File: config.mk
export PLATFORM = sky130hd
export DESIGN_NAME = bcd_clock_core
export DESIGN_NICKNAME = d
export VERILOG_FILES = /design/src/rtl/bcd_clock_pkg.sv /design/src/rtl/bcd_field.sv /design/src/rtl/bcd_clock_core.sv
export SDC_FILE = /design/constraint.sdc
export NUM_CORES = 1
export LEC_CHECK = 0
export ABC_CLOCK_PERIOD_IN_PS = 2400
export CAP_MARGIN = 40
export CORE_MARGIN = 2
export CORE_UTILIZATION = 48
export DETAILED_ROUTE_END_ITERATION = 16
export PLACE_DENSITY_LB_ADDON = 0.25
export SETUP_SLACK_MARGIN = 0.5
export SYNTH_ARGS = -nofsm -noshare
export SYNTH_HDL_FRONTEND = slang
export SYNTH_SLANG_ARGS = --single-unit
File: constraint.sdc
create_clock -name i_clk -period 2.4 [get_ports i_clk]
set_input_delay 0.36 -clock i_clk [delete_from_list [all_inputs] [get_ports i_clk]]
set_output_delay 0.36 -clock i_clk [all_outputs]
set_load 0.03 [all_outputs]
File: src/rtl/bcd_clock_pkg.sv
// rtl/bcd_clock_pkg.sv - shared types and 2-digit BCD step helpers for the clock core
package bcd_clock_pkg;

  localparam logic [7:0] BCD_ZERO = 8'h00;

  typedef enum logic {
    ST_RUN = 1'b0,
    ST_SET = 1'b1
  } state_t;

  // Step a 2-digit BCD value up; bit 8 is the carry raised when wrapping from max to 00
  function automatic logic [8:0] bcd2_inc(input logic [7:0] val, input logic [7:0] max);
    logic [8:0] res;
    if (val == max) begin
      res = {1'b1, BCD_ZERO};
    end else if (val[3:0] == 4'h9) begin
      res = {1'b0, val[7:4] + 4'h1, 4'h0};
    end else begin
      res = {1'b0, val[7:4], val[3:0] + 4'h1};
    end
    return res;
  endfunction

  // Step a 2-digit BCD value down; 00 wraps to max and no borrow leaves the field
  function automatic logic [7:0] bcd2_dec(input logic [7:0] val, input logic [7:0] max);
    logic [7:0] res;
    if (val == BCD_ZERO) begin
      res = max;
    end else if (val[3:0] == 4'h0) begin
      res = {val[7:4] - 4'h1, 4'h9};
    end else begin
      res = {val[7:4], val[3:0] - 4'h1};
    end
    return res;
  endfunction

endpackage

File: src/rtl/bcd_field.sv
// rtl/bcd_field.sv - one 2-digit BCD register with its own wrap value
module bcd_field
  import bcd_clock_pkg::*;
#(
  parameter logic [7:0] MAX = 8'h59
) (
  input  logic       clk,
  input  logic       rst,
  input  logic       inc,
  input  logic       dec,
  input  logic       clr,
  output logic [7:0] val,
  output logic       carry
);

  logic [8:0] inc_res;

  assign inc_res = bcd2_inc(val, MAX);
  // Carry is combinational so the parent can ripple through every field in one edge
  assign carry   = inc & inc_res[8];

  // Field register: clear beats increment, increment beats decrement
  always_ff @(posedge clk) begin
    if (rst) begin
      val <= BCD_ZERO;
    end else if (clr) begin
      val <= BCD_ZERO;
    end else if (inc) begin
      val <= inc_res[7:0];
    end else if (dec) begin
      val <= bcd2_dec(val, MAX);
    end
  end

endmodule

File: src/rtl/bcd_clock_core.sv
// rtl/bcd_clock_core.sv - parametrised BCD timekeeping core with set mode and blink
module bcd_clock_core
  import bcd_clock_pkg::*;
#(
  parameter int                          NUM_FIELDS  = 3,
  parameter logic [8*NUM_FIELDS-1:0]     FIELD_MAX   = {8'h23, 8'h59, 8'h59},
  parameter int                          BLINK_TICKS = 1
) (
  input  logic                          i_clk,
  input  logic                          i_rst,
  input  logic                          i_tick,
  input  logic                          i_set,
  input  logic                          i_up,
  input  logic                          i_down,
  output logic [8*NUM_FIELDS-1:0]       o_bcd,
  output logic                          o_setting,
  output logic [$clog2(NUM_FIELDS)-1:0] o_field_sel,
  output logic                          o_blink,
  output logic                          o_wrap
);

  localparam int SW = $clog2(NUM_FIELDS);
  localparam int BW = $clog2(BLINK_TICKS + 1);

  state_t          state_q, state_d;
  logic [SW-1:0]   sel_q, sel_d;
  logic [BW-1:0]   blink_cnt_q, blink_cnt_d;
  logic            blink_q, blink_d;
  logic            wrap_q, wrap_d;

  logic            is_run, is_set;
  logic            adj_up, adj_dn, exit_set;

  logic [NUM_FIELDS-1:0] f_inc, f_dec, f_clr, f_carry;

  assign is_run   = (state_q == ST_RUN);
  assign is_set   = (state_q == ST_SET);
  // i_set wins over adjustments; up and down together cancel
  assign adj_up   = is_set & ~i_set & i_up & ~i_down;
  assign adj_dn   = is_set & ~i_set & i_down & ~i_up;
  assign exit_set = is_set & i_set & (sel_q == '0);

  genvar k;
  generate
    for (k = 0; k < NUM_FIELDS; k++) begin : g_field
      if (k == 0) begin : g_lsb
        assign f_inc[k] = (is_run & i_tick) | (adj_up & (sel_q == SW'(k)));
        assign f_clr[k] = exit_set;
      end else begin : g_upper
        // Carries only ripple while counting time, never from set-mode edits
        assign f_inc[k] = (is_run & f_carry[k-1]) | (adj_up & (sel_q == SW'(k)));
        assign f_clr[k] = 1'b0;
      end
      assign f_dec[k] = adj_dn & (sel_q == SW'(k));

      bcd_field #(
        .MAX (FIELD_MAX[8*k +: 8])
      ) u_field (
        .clk   (i_clk),
        .rst   (i_rst),
        .inc   (f_inc[k]),
        .dec   (f_dec[k]),
        .clr   (f_clr[k]),
        .val   (o_bcd[8*k +: 8]),
        .carry (f_carry[k])
      );
    end
  endgenerate

  // Mode state register and selected field index
  always_ff @(posedge i_clk) begin
    if (i_rst) begin
      state_q <= ST_RUN;
      sel_q   <= '0;
    end else begin
      state_q <= state_d;
      sel_q   <= sel_d;
    end
  end

  // Next mode: set walks from the top field down to field 0, then back to RUN
  always_comb begin
    state_d = state_q;
    sel_d   = sel_q;
    case (state_q)
      ST_RUN: begin
        if (i_set) begin
          state_d = ST_SET;
          sel_d   = SW'(NUM_FIELDS - 1);
        end
      end
      ST_SET: begin
        if (i_set) begin
          if (sel_q == '0) begin
            state_d = ST_RUN;
            sel_d   = '0;
          end else begin
            sel_d = sel_q - 1'b1;
          end
        end
      end
      default: begin
        state_d = ST_RUN;
        sel_d   = '0;
      end
    endcase
  end

  // Next outputs: blink pacing from ticks in SET, wrap pulse from the top carry in RUN
  always_comb begin
    blink_cnt_d = blink_cnt_q;
    blink_d     = blink_q;
    wrap_d      = is_run & f_carry[NUM_FIELDS-1];
    if (!is_set || i_set) begin
      blink_cnt_d = '0;
      blink_d     = 1'b0;
    end else if (i_tick) begin
      if (blink_cnt_q == BW'(BLINK_TICKS - 1)) begin
        blink_cnt_d = '0;
        blink_d     = ~blink_q;
      end else begin
        blink_cnt_d = blink_cnt_q + 1'b1;
      end
    end
  end

  // Output registers
  always_ff @(posedge i_clk) begin
    if (i_rst) begin
      blink_cnt_q <= '0;
      blink_q     <= 1'b0;
      wrap_q      <= 1'b0;
    end else begin
      blink_cnt_q <= blink_cnt_d;
      blink_q     <= blink_d;
      wrap_q      <= wrap_d;
    end
  end

  assign o_setting   = is_set;
  assign o_field_sel = sel_q;
  assign o_blink     = blink_q;
  assign o_wrap      = wrap_q;

endmodule

Word-level counts from Yosys, hierarchy flattened
Index checks and enable logic that the tools add are counted.
{"block": "totals", "regBits": 30, "out_inout_bits": 29, "elab_cells": 116}
{"block": "op_classes", "n_addsub": 14, "eq_ne": 13, "n_mux": 27, "bitwise": 29, "reduce_logical": 22}
{"cell": "8-bit two-way mux", "n": 15}
{"cell": "9-bit two-way mux", "n": 3}
{"cell": "4-bit by 1-bit adder with 4-bit output (second input constant)", "n": 6}
{"cell": "8-bit logical NOT", "n": 3}
{"cell": "4-bit by 1-bit subtractor with 4-bit output (second input constant)", "n": 6}
{"cell": "1-bit bitwise AND", "n": 20}
{"cell": "8-bit by 7-bit equality test with 1-bit output (second input constant)", "n": 2}
{"cell": "4-bit equality test (second input constant)", "n": 3}
{"cell": "4-bit logical NOT", "n": 3}
{"cell": "3-bit != test (second input constant)", "n": 3}
{"cell": "3-bit AND reduction", "n": 3}
{"cell": "3-bit nonzero test", "n": 3}
{"cell": "8-bit by 6-bit equality test with 1-bit output (second input constant)", "n": 1}
{"cell": "2-bit two-way mux", "n": 3}
{"cell": "1-bit inverter", "n": 6}
{"cell": "2-bit nonzero test", "n": 3}
{"cell": "1-bit two-way mux", "n": 4}
{"cell": "2-bit != test (second input constant)", "n": 2}
{"cell": "2-bit case mux with 2 select lines", "n": 1}
{"cell": "2-bit AND reduction", "n": 2}
{"cell": "2-bit OR reduction", "n": 2}
{"cell": "1-bit bitwise OR", "n": 3}
{"cell": "2-bit by 1-bit equality test with 1-bit output (second input constant)", "n": 1}
{"cell": "2-bit equality test (second input constant)", "n": 1}
{"cell": "other kinds (6)", "n": 6}

Longest topological paths before layout
{"block": "depth", "ltp_word": 14, "mapped_depth": 9, "ltp_nobuf": 8}

By module
Synthesis repeated with hierarchy kept, for this count alone.
{"block": "unflattened", "cells_unflattened": 303, "hier_area_um2": 2474.9}
{"mod": "bcd_field (g_field[0].u_field ...)", "instances": 2, "cells_each": 89, "area_each_um2": 720.7, "seq_area_each_um2": 160.2}
{"mod": "bcd_field (g_field[2].u_field)", "instances": 1, "cells_each": 91, "area_each_um2": 764.5, "seq_area_each_um2": 160.2}
{"mod": "bcd_clock_core", "instances": 1, "cells_each": 34, "area_each_um2": 269.0, "seq_area_each_um2": 100.1}

Worst setup path before layout
Ideal clock, no wire load.
{"block": "synth_timing", "path_kind": "reg2reg", "startpoint": "register g_field[0].u_field.val[0]", "endpoint": "register g_field[2].u_field.val[7]", "setup_time_ns": 0.091, "arrival_time_ns": 2.025, "t_required_ns": 2.309, "slack_ns": 0.284, "path_stages_with_launch": 8, "path_buffers": 0, "path_cell_list": "dfxtp_1 > ha_1 > nand3b_4 > nor3_2 > a32oi_4 > nor4_1 > a311oi_1 > a311oi_1"}
{"block": "synth_between", "elab_chain_len": 10, "word_cells_on_any_way": 13, "cone_classes": "eq/ne: 2; mux: 2; bitwise: 6; reduce/logical: 3"}
{"element": "start: declaration", "line": "bcd_field.sv:12", "source": "output logic [7:0] val,"}
{"element": "start signal: assignment", "line": "bcd_field.sv:29", "source": "val <= inc_res[7:0];"}
{"element": "start signal: assignment", "line": "bcd_field.sv:31", "source": "val <= bcd2_dec(val, MAX);"}
{"element": "8-bit by 7-bit equality test with 1-bit output (*)", "line": "bcd_clock_pkg.sv:14", "source": "if (val == max) begin"}
{"element": "9-bit two-way mux (*)", "line": "bcd_clock_pkg.sv:14"}
{"element": "1-bit bitwise AND (*)", "line": "bcd_field.sv:20", "source": "assign carry = inc & inc_res[8];"}
{"element": "1-bit bitwise AND (*)", "line": "bcd_clock_core.sv:51", "source": "assign f_inc[k] = (is_run & f_carry[k-1]) | (adj_up & (sel_q == SW'(k)));"}
{"element": "1-bit bitwise OR (*)", "line": "bcd_clock_core.sv:51"}
{"element": "1-bit bitwise AND (*)", "line": "bcd_field.sv:20"}
{"element": "1-bit bitwise AND (*)", "line": "bcd_clock_core.sv:51"}
{"element": "1-bit bitwise OR (*)", "line": "bcd_clock_core.sv:51"}
{"element": "3-bit != test (no line) (tied with other cells)"}
{"element": "3-bit AND reduction (no line)"}
{"element": "end signal: assignment", "line": "bcd_field.sv:29"}
{"element": "end signal: assignment", "line": "bcd_field.sv:31"}
{"element": "end: declaration", "line": "bcd_field.sv:12"}
Every way passes the cells marked *; elsewhere a longest branch is shown, timed or not.
A chain may end at the register's enable or synchronous reset.

Worst setup path after layout
{"block": "layout_timing", "startpoint": "register state_q, in the netlist o_setting", "endpoint": "register g_field[2].u_field.val[5]"}
{"block": "layout_between", "elab_chain_len": 13, "word_cells_on_any_way": 23, "cone_classes": "eq/ne: 1; mux: 1; bitwise: 18; reduce/logical: 3"}
{"element": "start: declaration", "line": "bcd_clock_core.sv:25", "source": "state_t state_q, state_d;"}
{"element": "start signal: assignment", "line": "bcd_clock_core.sv:76", "source": "state_q <= state_d;"}
{"element": "1-bit bitwise AND", "line": "bcd_clock_core.sv:39, bcd_clock_core.sv:40"}
{"element": "1-bit bitwise AND (2 in series)", "line": "bcd_clock_core.sv:39", "source": "assign adj_up = is_set & ~i_set & i_up & ~i_down;"}
{"element": "1-bit bitwise AND", "line": "bcd_clock_core.sv:47", "source": "assign f_inc[k] = (is_run & i_tick) | (adj_up & (sel_q == SW'(k)));"}
{"element": "1-bit bitwise OR", "line": "bcd_clock_core.sv:47"}
{"element": "1-bit bitwise AND", "line": "bcd_field.sv:20"}
{"element": "1-bit bitwise AND", "line": "bcd_clock_core.sv:51"}
{"element": "1-bit bitwise OR", "line": "bcd_clock_core.sv:51"}
{"element": "1-bit bitwise AND", "line": "bcd_field.sv:20"}
{"element": "1-bit bitwise AND", "line": "bcd_clock_core.sv:51"}
{"element": "1-bit bitwise OR", "line": "bcd_clock_core.sv:51"}
{"element": "3-bit != test (no line) (tied with other cells)"}
{"element": "3-bit AND reduction (no line)"}
Parallel ways exist; a longest one is shown, timed or not.

==> metrics.txt <==
Clk pin slew, worst setup/hold paths 0.07 ns; r2r endpoint g_field[2].u_field.val[5]; Syn Std Cell Area 2240 µm²; HP Start g_field[0].u_field.val[0]; fin crit share 82.8%; fin util 71.6%; layout net count between 300 and 400; Routed Wire Length 6.71 mm; met2 GRT Util 37.4%; Avg Cell Area, Syn 7.92 µm²; most common cell after layout, fill and taps aside buf_4; pin count of the biggest net entering global routing 15; Final Hold Slack 0.510 ns; starting density of the core 50.8%; Clock Skews between 0.004 and 0.005 ns; Worst Tran Pin Value 0.462 ns; Finished Layout Cells 402; met1 GRT Util 29.0%; R2R Path Start o_setting; fmax 503 MHz; Core ar. ~4400 µm²; hold-fix buffer count after cts 0; htree depth 2; leakage 1.31 nW; Simple-Gate Fraction of Synth Area 26.4%; CTS Buffer Depth 2; post-synthesis xor/xnor area fraction 1.17%; Synth warnings 0; outcome finished clean; PortBufs 34; WP data required 2.61 ns; antenna-violating nets left 0; asr flop ratio synth 0%; slew margin rel. slightly below 70%; Synth-to-Final Area Change 41.1%; sequential element share of the synthesized area 25.9%; busiest metal layer after global routing met2; maximum VDD drop approximately 0.25 mV; vias after detailed routing ~2500; TritonCTS Buffers 5; Post-DP HPWL 3.97 mm; Yosys reg bits 29; R2R Setup Slk 0.41 ns; mux contribution to synthesized area 0.949%; worst hold endpoint g_field[0].u_field.val[0]; n_diodes 0; initial antenna violation count 0; routed vias/inst 6.30; Global Route met3 Usage 4.72%; Synth Instances roughly 280; clock root buffer clkbuf_8; first-pass GRT wire length 9.65 mm; share of layout cells above drive strength 1 28.6%; sinks on the clock net 29; ys flop type dfxtp_1; DRC errors left 0; Worst Hold Class reg2reg; drt wl/cell 16.7 µm; Critical Path End Type flip-flop; DIE HEIGHT 72.3 µm; Die ar. 5230 µm²; max-cap viol count 0; worst hold path cell count 1; vias in the first global route 2077; Final min period 1.99 ns; number of synthesized flops with an enable pin 0; initial DRC count 142; setup total negative slack 0 ns; Synth Area in Compound Gates 29.3%; gpl congestion 0.893; post-synthesis cell type count 58; CP Class reg2reg; Placed Instances 367; CTS tree done; RSZ-0062 raised after global routing true; Arr. time, crit path 2.20 ns; Skew-Pair Late Insertion Delay 0.29 ns; main combinational cell family by area after synthesis compound AO/OA/AOI/OAI gates; global-route usage over all layers between 20% and 30%; most frequent cells in the layout 32 x buf_4, 30 x a21oi_1, 26 x clkdlybuf4s50_1; Pwr per Cell Area 369 nW/µm²; Critical Path Source Type flip-flop; max-slew violation count 0; Synth Area in Adders a little over a tenth; worst r2r path cells 7; DRT Pass-1 Iters 4; Final Hold Viols 0; row count 24; Die W 72.3 µm; Ports 35; post-synth net total 308; Worst Path Max Fanout 8; grt total ovfl 0; Final Setup Violations 0
state kept, by name (all words and copies together) (netlist names):
register	count
o_wrap	1
g_field.u_field.val	24
o_blink	1
o_setting	1
o_field_sel	2
final cells by class:
| type | count | area, µm² |
|---|---|---|
| inverters | 19 | 78.8 |
| multi-input cells | 225 | 1670 |
| clock inverters | 1 | 5.00 |
| clock buffers | 7 | 96.3 |
| repair buffers | 69 | 627 |
| fillers | 330 | 1250 |
| flip-flops and latches | 29 | 618 |
| well taps | 52 | 65.1 |
critical path, cell delays in order (launching register included):
cell and delay (ns):
dfxtp_2 0.38, and4bb_4 0.26, a22o_4 0.24, a32o_2 0.34, buf_4 0.16, a211oi_2 0.22
a31oi_1 0.10, a211oi_1 0.21
synth_stat cells (all sizes together) (3+ instances only):
| cell | instances | area (µm²) |
|---|---|---|
| nand2 | 23 | 86.3 |
| ha | 19 | 238 |
| nor3b | 3 | 27.5 |
| or3 | 3 | 18.8 |
| nor2 | 23 | 86.3 |
| dfxtp | 29 | 581 |
| a21oi | 32 | 164 |
| buf | 5 | 37.5 |
| a211oi | 9 | 67.6 |
| a311oi | 3 | 26.3 |
| nor3 | 13 | 70.1 |
| inv | 19 | 71.3 |
| nand2b | 3 | 18.8 |
| nand3b | 6 | 57.6 |
| nand3 | 21 | 105 |
| and3b | 3 | 26.3 |
| a31oi | 10 | 62.6 |
| clkbuf | 5 | 18.8 |
| o21ai | 10 | 53.8 |
| nor4 | 4 | 25.0 |
| o31ai | 5 | 42.5 |
how the worst max path moves through the flow:
stage	start	endpoint	slack, ns
2_1_floorplan	g_field[1].u_field.val[3]	g_field[2].u_field.val[7]	0.50
3_3_place_gp	i_down	g_field[2].u_field.val[5]	0.13
3_5_place_dp	i_down	g_field[2].u_field.val[0]	0.09
4_1_cts	g_field[0].u_field.val[5]	g_field[2].u_field.val[6]	0.51
5_1_grt	g_field[0].u_field.val[5]	g_field[2].u_field.val[6]	0.33
6_report	o_setting	g_field[2].u_field.val[5]	0.41
cell families after synthesis:
family	after synthesis
simple gates	110
buf+inv	29
compound gates	91
flops	29
fa+ha+maj	19
xor+xnor	3
mux	2
power by group:
part | leakage, nW | total [W] | switching, W | internal, W
registers | 0.244 | 0.000504 | 0.0000200 | 0.000484
logic | 1.02 | 0.000200 | 0.000113 | 0.0000869
clock network | 0.0542 | 0.000462 | 0.000204 | 0.000259
total | 1.31 | 0.00117 | 0.000336 | 0.000830
metal layers:
metal	vias to the layer above	part of all wire [%]
li1	1190	-
met1	1206	42
met2	107	48
met3	30	6.7
met4	0	3.6
met5	-	0
timing repair:
action / in CTS / in global routing
pin swaps: 8 / 16
setup buffers: 6 / 21
hold endpoints to repair: 0 / 0
resized for setup: 17 / 39
endpoints found under the setup margin: 13 / 23
per-stage QoR:
step	cell area, µm²	power [W]	setup WS [ns]
detailed placement	2680	0.000685	0.0899
global placement	2680	0.000682	0.134
floorplan	2270	0.000621	0.503
global route	3160	0.00121	0.329
finish	3160	0.00117	0.413
CTS	2870	0.00114	0.511
Note: power is estimated with default switching activity, not from simulation.
